$ cat config.mk
export PLATFORM = sky130hd
export DESIGN_NAME = array_responder
export DESIGN_NICKNAME = d
export VERILOG_FILES = /design/src/rtl/array_responder_pkg.sv /design/src/rtl/array_responder_mem.sv /design/src/rtl/array_responder.sv
export SDC_FILE = /design/constraint.sdc
export NUM_CORES = 1
export LEC_CHECK = 0
export CORE_UTILIZATION = 50
export CTS_CLUSTER_DIAMETER = 120
export CTS_CLUSTER_SIZE = 14
export DETAILED_ROUTE_END_ITERATION = 8
export GPL_ROUTABILITY_DRIVEN = 0
export GPL_TIMING_DRIVEN = 1
export HOLD_SLACK_MARGIN = 0.12
export PLACE_DENSITY_LB_ADDON = 0.2
export SETUP_SLACK_MARGIN = 0.2
export SLEW_MARGIN = 20
export SYNTH_ARGS = -nofsm -noshare
export SYNTH_HDL_FRONTEND = slang
export SYNTH_SLANG_ARGS = --single-unit
$ cat constraint.sdc
create_clock -name clk -period 2.4 [get_ports clk]
set_input_delay 0.48 -clock clk [delete_from_list [all_inputs] [get_ports clk]]
set_output_delay 0.48 -clock clk [all_outputs]
set_load 0.03 [all_outputs]
$ cat src/rtl/array_responder_pkg.sv
// Shared types and constants for the array responder: FSM state encoding
// and the width of the kernel run-length counter.
package array_responder_pkg;

  localparam int CYCLES_W = 16;

  typedef enum logic [2:0] {
    S_IDLE = 3'd0,
    S_LOAD = 3'd1,
    S_KICK = 3'd2,
    S_RUN  = 3'd3,
    S_DUMP = 3'd4,
    S_DONE = 3'd5
  } resp_state_t;

endpackage

$ cat src/rtl/array_responder_mem.sv
// Array storage: one synchronous write port shared by host load and kernel,
// plus combinational read taps that the top level registers.
module array_responder_mem
  import array_responder_pkg::*;
#(
  parameter int ADDR_W = 1,
  parameter int DATA_W = 1,
  parameter int DEPTH  = 2 ** ADDR_W
) (
  input  logic              clk,
  input  logic              rst_n,
  input  logic              we,
  input  logic [ADDR_W-1:0] waddr,
  input  logic [DATA_W-1:0] wdata,
  input  logic [ADDR_W-1:0] kaddr,
  output logic [DATA_W-1:0] kdata,
  input  logic [ADDR_W-1:0] daddr,
  output logic [DATA_W-1:0] ddata
);

  logic [DATA_W-1:0] mem_r [DEPTH];

  // Storage update; the whole array clears on reset.
  always_ff @(posedge clk or negedge rst_n) begin
    if (!rst_n) begin
      for (int i = 0; i < DEPTH; i++) begin
        mem_r[i] <= {DATA_W{1'b0}};
      end
    end else if (we) begin
      mem_r[waddr] <= wdata;
    end
  end

  assign kdata = mem_r[kaddr];
  assign ddata = mem_r[daddr];

endmodule

$ cat src/rtl/array_responder.sv
// Memory-side responder for a kernel array port: preloads the array from
// the host, kicks the kernel, serves its accesses, then dumps the array.
module array_responder
  import array_responder_pkg::*;
#(
  parameter int ADDR_W = 1,
  parameter int DATA_W = 1,
  parameter int DEPTH  = 2 ** ADDR_W
) (
  input  logic                clk,
  input  logic                rst_n,
  input  logic [ADDR_W-1:0]   arr_addr,
  input  logic                arr_wenable,
  input  logic [DATA_W-1:0]   arr_wdata,
  output logic [DATA_W-1:0]   arr_rdata,
  output logic                r_enable,
  input  logic                w_enable,
  input  logic                host_start,
  input  logic                load_valid,
  input  logic [DATA_W-1:0]   load_data,
  output logic                load_ready,
  output logic                dump_valid,
  output logic [DATA_W-1:0]   dump_data,
  output logic                dump_last,
  output logic                done,
  output logic [CYCLES_W-1:0] cycles
);

  localparam logic [ADDR_W-1:0]   LAST_IDX   = ADDR_W'(DEPTH - 1);
  localparam logic [CYCLES_W-1:0] CYCLES_MAX = {CYCLES_W{1'b1}};

  resp_state_t         state_r;
  resp_state_t         state_s;
  logic [ADDR_W-1:0]   idx_r;
  logic                w_prev_r;

  logic                idx_last_s;
  logic                load_fire_s;
  logic                w_rise_s;
  logic                kern_we_s;
  logic                dump_emit_s;
  logic                mem_we_s;
  logic [ADDR_W-1:0]   mem_waddr_s;
  logic [DATA_W-1:0]   mem_wdata_s;
  logic [DATA_W-1:0]   kern_q_s;
  logic [DATA_W-1:0]   dump_q_s;
  logic [DATA_W-1:0]   dump_word_s;

  logic                load_ready_s;
  logic                r_enable_s;
  logic                dump_valid_s;
  logic                dump_last_s;
  logic                done_s;
  logic [DATA_W-1:0]   dump_data_s;
  logic [DATA_W-1:0]   arr_rdata_s;
  logic [CYCLES_W-1:0] cycles_s;

  assign idx_last_s  = (idx_r == LAST_IDX);
  assign load_fire_s = (state_r == S_LOAD) && load_valid && load_ready;
  assign w_rise_s    = w_enable && !w_prev_r;
  assign kern_we_s   = (state_r == S_RUN) && arr_wenable;
  assign dump_emit_s = (state_s == S_DUMP);

  // Write-port arbitration between host load and kernel.
  always_comb begin
    mem_we_s = load_fire_s || kern_we_s;
    if (load_fire_s) begin
      mem_waddr_s = idx_r;
      mem_wdata_s = load_data;
    end else begin
      mem_waddr_s = arr_addr;
      mem_wdata_s = arr_wdata;
    end
  end

  // The first dump word is captured on the completion edge, whose kernel
  // write has not landed yet, so forward it when it hits the same word.
  assign dump_word_s = (kern_we_s && (arr_addr == idx_r)) ? arr_wdata : dump_q_s;

  array_responder_mem #(
    .ADDR_W (ADDR_W),
    .DATA_W (DATA_W),
    .DEPTH  (DEPTH)
  ) u_mem (
    .clk   (clk),
    .rst_n (rst_n),
    .we    (mem_we_s),
    .waddr (mem_waddr_s),
    .wdata (mem_wdata_s),
    .kaddr (arr_addr),
    .kdata (kern_q_s),
    .daddr (idx_r),
    .ddata (dump_q_s)
  );

  // FSM state register.
  always_ff @(posedge clk or negedge rst_n) begin
    if (!rst_n) begin
      state_r <= S_IDLE;
    end else begin
      state_r <= state_s;
    end
  end

  // FSM next-state logic.
  always_comb begin
    state_s = state_r;
    case (state_r)
      S_IDLE: begin
        if (host_start) state_s = S_LOAD;
        else            state_s = S_IDLE;
      end
      S_LOAD: begin
        if (load_fire_s && idx_last_s) state_s = S_KICK;
        else                           state_s = S_LOAD;
      end
      S_KICK: state_s = S_RUN;
      S_RUN: begin
        if (w_rise_s) state_s = S_DUMP;
        else          state_s = S_RUN;
      end
      S_DUMP: begin
        if (dump_last) state_s = S_DONE;
        else           state_s = S_DUMP;
      end
      S_DONE:  state_s = S_IDLE;
      default: state_s = S_IDLE;
    endcase
  end

  // Output decode: next values of every registered output.
  always_comb begin
    load_ready_s = (state_s == S_LOAD);
    r_enable_s   = (state_s == S_KICK);
    dump_valid_s = dump_emit_s;
    dump_last_s  = dump_emit_s && idx_last_s;
    done_s       = (state_s == S_DONE);
    if (dump_emit_s) dump_data_s = dump_word_s;
    else             dump_data_s = {DATA_W{1'b0}};
    if (state_r == S_RUN) arr_rdata_s = kern_q_s;
    else                  arr_rdata_s = arr_rdata;
    if ((state_r == S_IDLE) && host_start) begin
      cycles_s = {CYCLES_W{1'b0}};
    end else if ((state_r == S_RUN) && (cycles != CYCLES_MAX)) begin
      cycles_s = cycles + {{(CYCLES_W-1){1'b0}}, 1'b1};
    end else begin
      cycles_s = cycles;
    end
  end

  // Registered outputs.
  always_ff @(posedge clk or negedge rst_n) begin
    if (!rst_n) begin
      load_ready <= 1'b0;
      r_enable   <= 1'b0;
      dump_valid <= 1'b0;
      dump_last  <= 1'b0;
      done       <= 1'b0;
      dump_data  <= {DATA_W{1'b0}};
      arr_rdata  <= {DATA_W{1'b0}};
      cycles     <= {CYCLES_W{1'b0}};
    end else begin
      load_ready <= load_ready_s;
      r_enable   <= r_enable_s;
      dump_valid <= dump_valid_s;
      dump_last  <= dump_last_s;
      done       <= done_s;
      dump_data  <= dump_data_s;
      arr_rdata  <= arr_rdata_s;
      cycles     <= cycles_s;
    end
  end

  // Shared load/dump index and the completion edge history.
  always_ff @(posedge clk or negedge rst_n) begin
    if (!rst_n) begin
      idx_r    <= {ADDR_W{1'b0}};
      w_prev_r <= 1'b0;
    end else begin
      w_prev_r <= w_enable;
      if ((state_r == S_IDLE) && host_start) begin
        idx_r <= {ADDR_W{1'b0}};
      end else if (load_fire_s || dump_emit_s) begin
        idx_r <= idx_r + {{(ADDR_W-1){1'b0}}, 1'b1};
      end
    end
  end

endmodule
==> summary.txt <==
Logic synthesis
  – FF+latch count, synth: 30
  – Yosys warning total: 0
  – Net count after synthesis: roughly 170
  – Seq/Total Area, Yosys: 48.3%
  – Cell variety after synth: 41
  – Cell count after synthesis: 161
  – Average size of a mapped cell: 9.65 um^2
  – Syn Std Cell Area: 0.00155 mm^2

Timing
  – Max Slew Vio Count: 0
  – TNS Setup: 0 ps
  – Clk_skew: 6.97 ps
  – Endpoints failing setup: 0
  – Fin crit share: 84.9%
  – Relative max-transition margin: a little under three fifths
  – Final Critical Period: 2040 ps
  – Final Hold Vio Count: 0
  – Worst-margin pin slew: 649 ps
  – RSZ-0062 raised after global routing: false
  – Fmax: around 490 MHz

Global routing
  – First-pass GRT wire length: a little under 6 mm
  – Total grt overflow: 0
  – Initial antenna violation count: 0
  – Total global routing track utilization: between 20% and 30%
  – Vias in the first global route: between 1000 and 1500
  – Largest net degree at the start of global routing: 31

Placed design
  – I/O Buffers: 31
  – Placed cell area: ~0.0019 mm^2
  – Post-DP HPWL: about 2.5 mm

Drt
  – Pre-antenna DRT Iters: 6
  – M1 WL: 1.39 mm
  – DR iter-0 viols: 53
  – Vias per cell: between 6 and 7
  – DR vias: about 1400
  – Wire per inst: 14.9 um
  – Drt drc: 1
  – Met2 Routed Length: 1.75 mm
  – Met3 wire length: between 150 and 200 um
  – Highest Signal Layer: met4
  – Post-DRT Antenna Nets: 0
  – Routed WL: 3.37 mm

Clock network
  – CTS max path bufs: 2
  – H-tree depth: 2
  – CTS root buffer: clkbuf_4
  – CTS tree: done
  – CTS clock-pin slew for the worst setup and hold paths: ~100 ps
  – Number of buffers created by CTS: 5
  – Clock Latency Late Sink: 330 ps
  – Post_cts resized: 0
  – Clock Sinks: 30
  – Post-CTS setup buffers: 0
  – Post-CTS Hold Buffers: 0

Critical path
  – Largest fanout on the critical path: 13
  – Setup crit start kind: flop
  – Setup CP Type: reg2reg
  – Crit-path slowest cell: dfrtp_1
  – Worst Path Arrival: 2300 ps
  – Setup crit end kind: flop
  – Data required time of the worst path: 2660 ps
  – Largest stage delay, worst path: 610 ps
  – Worst path cell trace: nand3b_4 -> or3_1 -> or4_1 -> a21oi_1

Final layout
  – Share of layout cells above drive strength 1: 7.65%
  – NumNets Final: 205
  – Footprint of the multi-input gates: 741 um^2
  – Area growth syn-to-layout: 27.4%
  – Most frequent cells in the layout: clkdlybuf4s50_1, dfrtp_1, nand2_1
  – Filler cells: 229
  – N_diodes: 0
  – Most common cell after layout, fill and taps aside: clkdlybuf4s50_1
  – Seq. cell area: 751 um^2
  – Design Area, Final: 0.00198 mm^2

Power
  – LEAKAGE: around 0.80 nW
  – Peak VDD IR: just under 700 uV
  – PD cells: 818 mW/mm^2

Die
  – Die H: about 58 um
  – Row cnt: 19
  – Core footprint: 0.00285 mm^2
  – Chip width: 57.8 um
  – Initial Util: 54.5%
  – I/O pins: 32
  – Total die area: between 0.003 and 0.004 mm^2

Min path
  – Hold crit path type: reg2reg

Outcome
  – Failing checks: DRC
  – Run status: complete, but fails checks

Flow run
  – Max-Cap Viols: 0
## flip-flops by register name, summed over array words and instances, names as in the netlist
signal and flops:
done 1, u_mem.mem_r 2, r_enable 1, cycles 16, dump_last 1, dump_data 1
arr_rdata 1, load_ready 1, idx_last_s 1, state_r 3, w_prev_r 1, dump_valid 1
## per-layer routing
| layer | vias up | GRT usage [%] |
|---|---|---|
| met5 | - | 0 |
| met4 | 0 | 13.6 |
| met3 | 6 | 6.92 |
| met2 | 43 | 40.9 |
| met1 | 662 | 25.4 |
| li1 | 681 | - |
## cell families after synthesis
family                   count (synthesis)  share of synthesized area, %
AND/OR/NAND/NOR                         67                          25.8
AO/OA/AOI/OAI                           41                          17.2
flip-flops                              30                          48.3
buffers and inverters                   16                          4.03
multiplexers                             6                          3.86
adder cells (fa/ha/maj)                  1                         0.805
## cells in the mapped netlist
cell type	count	area share, %
a31oi_1	1	0.40
nor2_1	6	1.4
a22oi_1	1	0.48
o41ai_1	2	1.1
nor4_2	1	0.81
or4_1	6	2.9
nand3b_1	1	0.48
ha_1	1	0.81
nand3_1	10	3.2
or3_1	6	2.4
mux2i_1	6	3.9
or2_2	1	0.40
and3b_1	1	0.56
a21oi_1	10	3.2
nand2_1	12	2.9
nand4_1	3	1.2
o21ai_1	2	0.64
a211oi_1	2	0.97
o21ai_0	5	1.6
and2_1	1	0.40
and3_1	3	1.2
o311ai_1	1	0.56
nand4b_1	2	1.1
buf_2	2	0.64
clkbuf_1	5	1.2
and4_1	1	0.56
nand2b_1	1	0.40
o211ai_1	5	2.4
a311oi_1	1	0.56
o31ai_1	8	3.9
o22ai_1	2	0.81
nor2b_1	1	0.40
inv_1	8	1.9
nor4_1	3	1.2
dfrtp_1	30	48
nor3_1	5	1.6
nand3b_4	1	1.3
a211o_1	1	0.56
and4b_1	1	0.64
inv_2	1	0.24
nor4b_1	1	0.56
## where the power goes
part | internal, mW | switching, mW
clock network | 0.218 | 0.187
registers | 0.585 | 0.124
logic | 0.214 | 0.292
total | 1.02 | 0.603
## per-stage QoR
stage               hold WS, ps  cells  worst slack (ps)  power [mW]  util, %
floorplan                   184    161               334        1.04        -
global placement            498    219               482        1.20     66.5
detailed placement          496    219               403        1.22     66.5
global route                544    227               228        1.71     69.4
CTS                         510    227               355        1.64     69.4
finish                      512    227               361        1.62     69.4
## path summary, 6_finish.rpt
kind	from	end	slack (ps)	cells past startpoint
max	state_r[0]$_DFF_PN0_	cycles[14]$_DFFE_PN0P_	360	4
min	arr_rdata$_DFFE_PN0P_	arr_rdata$_DFFE_PN0P_	510	2
max reg2reg	state_r[0]$_DFF_PN0_	cycles[14]$_DFFE_PN0P_	360	4
min reg2reg	arr_rdata$_DFFE_PN0P_	arr_rdata$_DFFE_PN0P_	510	2
max in group asynchronous	rst_n	load_ready$_DFF_PN0_	1620	2
min in group asynchronous	rst_n	cycles[1]$_DFFE_PN0P_	520	2
## worst max-delay path: cells and delay by family (launching register included)
family          cells  cell delay [ps]
compound gates      1              160
flops               1              610
simple gates        3             1200
## area by class of cell
| cell class | count | share of cell area (%) |
|---|---|---|
| inverters | 9 | 1.71 |
| multi-input cells | 115 | 37.4 |
| clock inverters | 3 | 2.28 |
| clock buffers | 5 | 1.90 |
| repair buffers | 34 | 16.8 |
| well taps | 31 | 1.96 |
| flip-flops and latches | 30 | 37.9 |
Note: power is estimated with default switching activity, not from simulation.
